`src/rtl/regfile_write_arbiter_if.sv`:
```
// Write-port bundle of the register-file arbiter: requester handshakes,
// sweep control and the registered we3/a3/wd3 port.
interface regfile_write_arbiter_if #(
  parameter int unsigned NREQ = 2
);
  logic                   clear;
  logic [NREQ-1:0]        req_valid;
  logic [NREQ-1:0]        req_ready;
  logic [5*NREQ-1:0]      req_addr;
  logic [32*NREQ-1:0]     req_data;
  logic                   we3;
  logic [4:0]             a3;
  logic [31:0]            wd3;
  logic                   init_done;

  modport master (
    output clear, req_valid, req_addr, req_data,
    input  req_ready, we3, a3, wd3, init_done
  );

  modport slave (
    input  clear, req_valid, req_addr, req_data,
    output req_ready, we3, a3, wd3, init_done
  );
endinterface

```
`src/rtl/regfile_write_arbiter.sv`:
```
// Owns the register-file write port: zero-sweeps x1..x(NREGS-1) after reset or
// on clear, then round-robin shares the port between NREQ writeback requesters.
module regfile_write_arbiter #(
  parameter int unsigned NREQ  = 2,
  parameter int unsigned NREGS = 32
) (
  input logic                    clk,
  input logic                    rst,
  regfile_write_arbiter_if.slave bus
);
  localparam int unsigned AW    = 5;
  localparam int unsigned DW    = 32;
  localparam int unsigned CNT_W = $clog2(NREGS);
  localparam int unsigned PTR_W = (NREQ > 1) ? $clog2(NREQ) : 1;

  localparam logic [0:0] S_INIT = 1'b0;
  localparam logic [0:0] S_ARB  = 1'b1;

  logic [0:0]       state,  state_nxt;
  logic [CNT_W-1:0] cnt,    cnt_nxt;
  logic [PTR_W-1:0] rr_ptr, rr_ptr_nxt;
  logic             we3_q,  we3_nxt;
  logic [AW-1:0]    a3_q,   a3_nxt;
  logic [DW-1:0]    wd3_q,  wd3_nxt;

  logic [NREQ-1:0]  grant;
  logic [PTR_W-1:0] sel_idx;
  logic [AW-1:0]    sel_addr;
  logic [DW-1:0]    sel_data;
  logic             found;
  int unsigned      idx;

  // Round-robin search starting just after the last winner.
  always_comb begin
    grant    = '0;
    found    = 1'b0;
    idx      = 0;
    sel_idx  = rr_ptr;
    sel_addr = '0;
    sel_data = '0;
    for (int unsigned k = 1; k <= NREQ; k++) begin
      idx = (32'(rr_ptr) + k) % NREQ;
      if (!found && bus.req_valid[PTR_W'(idx)]) begin
        found                = 1'b1;
        grant[PTR_W'(idx)]   = 1'b1;
        sel_idx              = PTR_W'(idx);
        sel_addr             = AW'(bus.req_addr >> (AW * idx));
        sel_data             = DW'(bus.req_data >> (DW * idx));
      end
    end
    if (state != S_ARB || bus.clear) grant = '0;
  end

  // Next-state and write-port logic; we3 defaults low so idle cycles never write.
  always_comb begin
    state_nxt  = state;
    cnt_nxt    = cnt;
    rr_ptr_nxt = rr_ptr;
    we3_nxt    = 1'b0;
    a3_nxt     = a3_q;
    wd3_nxt    = wd3_q;
    case (state)
      S_INIT: begin
        we3_nxt = 1'b1;
        a3_nxt  = AW'(cnt);
        wd3_nxt = '0;
        cnt_nxt = cnt + CNT_W'(1);
        if (cnt == CNT_W'(NREGS - 1)) begin
          state_nxt = S_ARB;
          cnt_nxt   = CNT_W'(1);
        end
      end
      S_ARB: begin
        if (bus.clear) begin
          state_nxt = S_INIT;
          cnt_nxt   = CNT_W'(1);
        end else if (|grant) begin
          rr_ptr_nxt = sel_idx;
          a3_nxt     = sel_addr;
          wd3_nxt    = sel_data;
          // x0 writes are consumed but never reach the register file
          we3_nxt    = (sel_addr != '0);
        end
      end
      default: state_nxt = S_INIT;
    endcase
  end

  always_ff @(posedge clk or posedge rst) begin
    if (rst) begin
      state  <= S_INIT;
      cnt    <= CNT_W'(1);
      rr_ptr <= PTR_W'(NREQ - 1);
      we3_q  <= 1'b0;
      a3_q   <= '0;
      wd3_q  <= '0;
    end else begin
      state  <= state_nxt;
      cnt    <= cnt_nxt;
      rr_ptr <= rr_ptr_nxt;
      we3_q  <= we3_nxt;
      a3_q   <= a3_nxt;
      wd3_q  <= wd3_nxt;
    end
  end

  assign bus.req_ready = grant;
  assign bus.we3       = we3_q;
  assign bus.a3        = a3_q;
  assign bus.wd3       = wd3_q;
  assign bus.init_done = (state == S_ARB);
endmodule

```
`src/flat_wrapper.sv`:
```
// flat-port wrapper written by rule: the top's interface ports become plain ports
module regfile_write_arbiter_flat 
#(
  parameter int unsigned NREQ  = 2,
  parameter int unsigned NREGS = 32
)
  (clk, rst, bus_clear, bus_req_valid, bus_req_addr, bus_req_data, bus_req_ready, bus_we3, bus_a3, bus_wd3, bus_init_done);
  regfile_write_arbiter_if #(.NREQ(NREQ)) bus_i ();
  input logic clk;
  input logic rst;
  input wire logic [$bits(bus_i.clear)-1:0] bus_clear;
  input wire logic [$bits(bus_i.req_valid)-1:0] bus_req_valid;
  input wire logic [$bits(bus_i.req_addr)-1:0] bus_req_addr;
  input wire logic [$bits(bus_i.req_data)-1:0] bus_req_data;
  output wire logic [$bits(bus_i.req_ready)-1:0] bus_req_ready;
  output wire logic [$bits(bus_i.we3)-1:0] bus_we3;
  output wire logic [$bits(bus_i.a3)-1:0] bus_a3;
  output wire logic [$bits(bus_i.wd3)-1:0] bus_wd3;
  output wire logic [$bits(bus_i.init_done)-1:0] bus_init_done;
  assign bus_i.clear = bus_clear;
  assign bus_i.req_valid = bus_req_valid;
  assign bus_i.req_addr = bus_req_addr;
  assign bus_i.req_data = bus_req_data;
  assign bus_req_ready = bus_i.req_ready;
  assign bus_we3 = bus_i.we3;
  assign bus_a3 = bus_i.a3;
  assign bus_wd3 = bus_i.wd3;
  assign bus_init_done = bus_i.init_done;
  regfile_write_arbiter #(.NREQ(NREQ), .NREGS(NREGS)) u_core (.clk(clk), .rst(rst), .bus(bus_i));
endmodule
```
`config.mk`:
```
export PLATFORM = sky130hd
export DESIGN_NAME = regfile_write_arbiter_flat
export DESIGN_NICKNAME = d
export VERILOG_FILES = /design/src/rtl/regfile_write_arbiter_if.sv /design/src/rtl/regfile_write_arbiter.sv /design/src/flat_wrapper.sv
export SDC_FILE = /design/constraint.sdc
export NUM_CORES = 1
export LEC_CHECK = 0
export ABC_AREA = 1
export BUFFER_PORTS_ARGS = -buffer_cell sky130_fd_sc_hd__buf_2
export CORE_MARGIN = 5
export CORE_UTILIZATION = 50
export CTS_CLUSTER_DIAMETER = 120
export DETAILED_ROUTE_END_ITERATION = 10
export HOLD_SLACK_MARGIN = 0.08
export PLACE_DENSITY = 0.81
export SLEW_MARGIN = 10
export SYNTH_ARGS = -nofsm -noshare
export SYNTH_HDL_FRONTEND = slang
export SYNTH_SLANG_ARGS = --single-unit
```
`constraint.sdc`:
```
create_clock -name clk -period 1.64 [get_ports clk]
set_input_delay 0.246 -clock clk [delete_from_list [all_inputs] [get_ports clk]]
set_output_delay 0.246 -clock clk [all_outputs]
set_load 0.01 [all_outputs]
```
# Word level (Yosys, flattened, before mapping)
# Cells that the tools add are included.
# word_totals
out_inout_bits	41
ff_bits	45
# classes
n_reduce_logical	10
shifts	4
n_mul	2
mux	33
magnitude_cmp	4
n_eq_ne	4
add_sub_neg	3
bitwise_logic	3
# op_table
cell	n
two-way mux 32 bit	4
right shift 64 x 6 -> 32 bit	2
one-hot mux 32 bit (2 select lines)	1
right shift 10 x 32 -> 5 bit	2
two-way mux 5 bit	6
one-hot mux 5 bit (2 select lines)	2
two-way mux 1 bit	13
multiplier 3 x 1 -> 4 bit (first input constant)	2
two-way mux 2 bit	3
!= test 2 bit (second input constant)	3
adder 5 x 1 -> 5 bit (second input constant)	1
equality test 5 bit (second input constant)	1
nonzero test 5 bit	1
< comparator 1 x 2 -> 1 bit (second input constant)	2
one-hot mux 1 bit (2 select lines)	2
AND reduction 4 bit	1
logical AND 1 bit	3
adder 1 bit (second input constant)	2
demux 1 bit (select 1 bit)	2
>= comparator 1 bit (second input constant)	2
inverter 1 bit	2
OR 2 bit	1
AND reduction 2 bit	1
nonzero test 2 bit	1
other kinds (3)	3

# Logic depth before layout (Yosys ltp)
# logic_depth
word_depth	13
ltp_mapped	12

# Least setup slack after synthesis
# No wires, ideal clock.
# synth_timing
path_kind	reg2reg
startpoint	reg u_core.rr_ptr
endpoint	reg u_core.a3_q[2] (netlist: u_core.bus.a3[2])
path_buffers	3
synth_period_minus_slack_ns	1.491
required_time_ns	1.520
stages_incl_launch_ff	11
path_slack_ns	0.149
arrival_time_ns	1.371
path_cell_list	dfstp_2 buf_6 inv_2 buf_6 buf_4 a21oi_1 nor2_1 nor2_1 nand2_1 o211ai_1 inv_1
# synth_via
elab_chain_cells	12
elab_cells_between_ends	35
# synth_rtl
item	line	text
start, declared	regfile_write_arbiter.sv:21	logic [PTR_W-1:0] rr_ptr, rr_ptr_nxt;
start signal, assigned	regfile_write_arbiter.sv:93	rr_ptr <= PTR_W'(NREQ - 1);
start signal, assigned	regfile_write_arbiter.sv:100	rr_ptr <= rr_ptr_nxt;
parallel branches: the longest is 12 deep, another holds multiplier 3 x 1 -> 4 bit	--	
end signal, assigned	regfile_write_arbiter.sv:102	a3_q <= a3_nxt;
end, declared	regfile_write_arbiter.sv:23	logic [AW-1:0] a3_q, a3_nxt;
# Several ways; the timed one is not identified. The select of a mux whose other input is x is not followed.
# A chain may end at the register's enable or synchronous reset.

# Final worst setup path
# layout_timing
startpoint	reg u_core.rr_ptr
endpoint	out bus_req_ready[1]
# layout_via
elab_chain_cells	9
elab_cells_between_ends	23
# layout_rtl
item	line	text
adder 1 bit	regfile_write_arbiter.sv:42	idx = (32'(rr_ptr) + k) % NREQ;
< comparator 1 x 2 -> 1 bit (implied by the code) / >= comparator 1 bit (equally long branches)	regfile_write_arbiter.sv:45	grant[PTR_W'(idx)] = 1'b1;
logical AND 1 bit (implied by the code)	regfile_write_arbiter.sv:45	
two-way mux 1 bit (implied by the code)	regfile_write_arbiter.sv:45	
demux 1 bit (select 1 bit)	--	
two-way mux 2 bit	regfile_write_arbiter.sv:43	if (!found && bus.req_valid[PTR_W'(idx)]) begin
OR 2 bit (no line)	--	
two-way mux 2 bit *	regfile_write_arbiter.sv:43	
two-way mux 2 bit *	regfile_write_arbiter.sv:51	if (state != S_ARB || bus.clear) grant = '0;
end, declared	flat_wrapper.sv:15	output wire logic [$bits(bus_i.req_ready)-1:0] bus_req_ready;
# Mark *: on every way between the ends. The rest lies on a longest branch, timed or not. The select of a mux whose other input is x is not followed.

==> metrics <==
R2R cell count=8; core area=~0.006 mm^2; Fmax=between 600 and 700 MHz; maxcap violations=0; worst reg2reg startpoint=u_core.rr_ptr; worst-path fanout max=4; VDD IR-drop max=~1.3 mV; critical path's slowest cell=dfstp_2; Clk Tree Root Cell=clkbuf_8; Port-buffer cells=around 120; Mapped Area=around 0.0031 mm^2; fin crit period=roughly 1.6 ns; Layout Cells excl Fill=~670; most frequent cell after synthesis=nand2_1; Reg2Reg Setup Slack=~0.02 ns; CP startpoint kind=flop; dominant cells by area after synthesis=dfrtp_1, nand2_1, o21ai_0; Max Slew Vio Count=0; CP cell instances=nand2_1 -> inv_2 -> buf_12 -> nor3_4 -> buf_2; maximum clock path buffer count=2; Final setup viols=0; peak per-stage delay on the critical path=between 0.5 and 0.6 ns; drc violations=0; Seq/Total Area, Yosys=0.3591; end of the worst hold path=u_core.bus.init_done; Crit Path Category=reg2out; post-synth top area share=0.3424; Worst R2R End=u_core.bus.a3[2]; total negative slack=0 ns; Yosys top cell by area=dfrtp_1; Critical Path Source=u_core.rr_ptr; die height=approximately 89 um; routed len/inst=roughly 14 um; Least-Margin Pin Slew=roughly 0.6 ns; skew final=approximately 0.0057 ns; #FFs+latches synth=between 40 and 50; Ports=120; final net count=678; Hold Path Class=in2reg; DR iter-0 viols=roughly 220; relative slew slack=0.5976; cell area after layout=~0.0041 mm^2; vias in the first global route=about 3,200; Area Growth Syn to Fin=31.09%; CTS tree=built; RSZ-0062 raised after global routing=yes; Avg Inst Size Synth=around 6.6 um^2; Final Core Density=0.6838; initial core utilization=0.5216; final hold slack=around 0.16 ns; CP arrival=1.39 ns; via/cell ratio=~5.2; Clock Pin Slew Worst Setup and Hold Paths=approximately 0.080 ns; static leakage=between 0.002 and 0.0025 uW; All-Layer GR Usage=0.2167; Syn Nets=approximately 560; CP Capture Type=primary output; HP Start=bus_clear; share of layout cells above drive strength 1=0.2881; largest net degree at the start of global routing=46; top_reg_cell synth=dfrtp_1; Die Width=89.29 um; Inst Count DP=653; CTS H-tree depth=2; die area=0.007972 mm^2; Power Density=1543 mW/mm^2; drt first pass iters=5; most frequent cells after synthesis=nand2_1, o21ai_0, inv_1; routability cong.=0.8603; # diodes=0; antenna-violating nets left=0; # rows=28; first-pass GRT wire length=around 14,000 um; Final Hold Violating Endpoints=0; total grt overflow=0; status=completed; HPWL after DPL=6259 um; YS warnings=0; Post-synth ARST share=1.000; clk_lat worst skew=approximately 0.30 ns; period utilization=0.9962; worst hold path stage count=2; EDFF count, synth=0; Synth Instances=between 400 and 500; Clock Sinks=45; Post-Place Cell Area=0.003792 mm^2; CP required=about 1.4 ns; Post-Route WL=9406 um; initial antenna violation count=0; Synth cell types=27; DR vias=~3,500; number of CTS-inserted buffers=5
## metrics by stage
stage / setup WS (ns) / power [uW]
floorplan: 0.1490 / 4271
global placement: 0.1267 / 5009
detailed placement: 0.06700 / 5152
CTS: 0.008916 / 5925
global route: -0.07006 / 6901
finish: 0.006298 / 6356
## how the worst max path moves through the flow
stage / to / slack (ns)
2_1_floorplan: u_core.bus.a3[2] / 0.15
3_3_place_gp: u_core.bus.we3 / 0.13
3_5_place_dp: u_core.bus.wd3[20] / 0.07
4_1_cts: bus_req_ready[1] / 0.009
5_1_grt: u_core.bus.wd3[26] / -0.07
6_report: bus_req_ready[1] / 0.006
## layer usage
layer  part of all wire  track usage
met5                  0            0
met4              0.018      0.06766
met3               0.11      0.04793
met2               0.48       0.3758
met1               0.39       0.2681
## cells in the final DEF, fill, tap and decap left out, types with 5 or more instances in the layout
| cell | instances |
|---|---|
| nor2_1 | 36 |
| nor2_2 | 5 |
| inv_2 | 5 |
| inv_1 | 42 |
| buf_12 | 6 |
| o21ai_0 | 72 |
| nand2_1 | 175 |
| clkbuf_8 | 6 |
| buf_2 | 119 |
| nand3_1 | 6 |
| a31oi_1 | 32 |
| dfrtp_1 | 43 |
| buf_4 | 8 |
| buf_6 | 5 |
## area by class of cell
class / instances / area, um^2
fill: 514 / 1906
sequential: 45 / 1129
inverter: 48 / 182.7
timing repair buffer: 144 / 969.7
clock buffer: 7 / 86.33
tap: 75 / 93.84
multi-input combinational: 353 / 1659
## repair_timing
item | 4_1_cts | 5_1_grt
pin swaps | 0 | 21
resized for setup | 3 | 12
setup buffers | 2 | 4
setup endpoints to repair | 2 | 36
gates cloned | 0 | 5
endpoints found under the hold margin | 16 | 0
hold buffers | 1 | 0
## critical path: cells and delay by family (launching register included)
family / cells / cell delay, ns
AND/OR/NAND/NOR: 2 / 0.13
flip-flops: 1 / 0.57
buffers and inverters: 3 / 0.39
## flip-flops by register name (all words and copies together), names as in the netlist
| name | cells |
|---|---|
| u_core.bus.wd3 | 32 |
| u_core.bus.we3 | 1 |
| u_core.bus.init_done | 1 |
| u_core.cnt | 5 |
| u_core.bus.a3 | 5 |
| u_core.rr_ptr | 1 |
## kinds of logic after synthesis
logic type,Yosys count,synth area share
and+or+nand+nor,232,0.3018
xor gates and xnor gates,1,0.002787
buffers and inverters,79,0.1218
AOI/OAI and AO/OA,118,0.2066
DFF,45,0.3591
adders and majority gates,2,0.007961
## where the power goes
part           internal, uW  leakage (uW)  switching, uW
Clock                   335     0.0000443            362
Combinational          1610       0.00165           2290
Sequential             1510      0.000582            246
No activity file was read; power rests on OpenSTA's default activity.
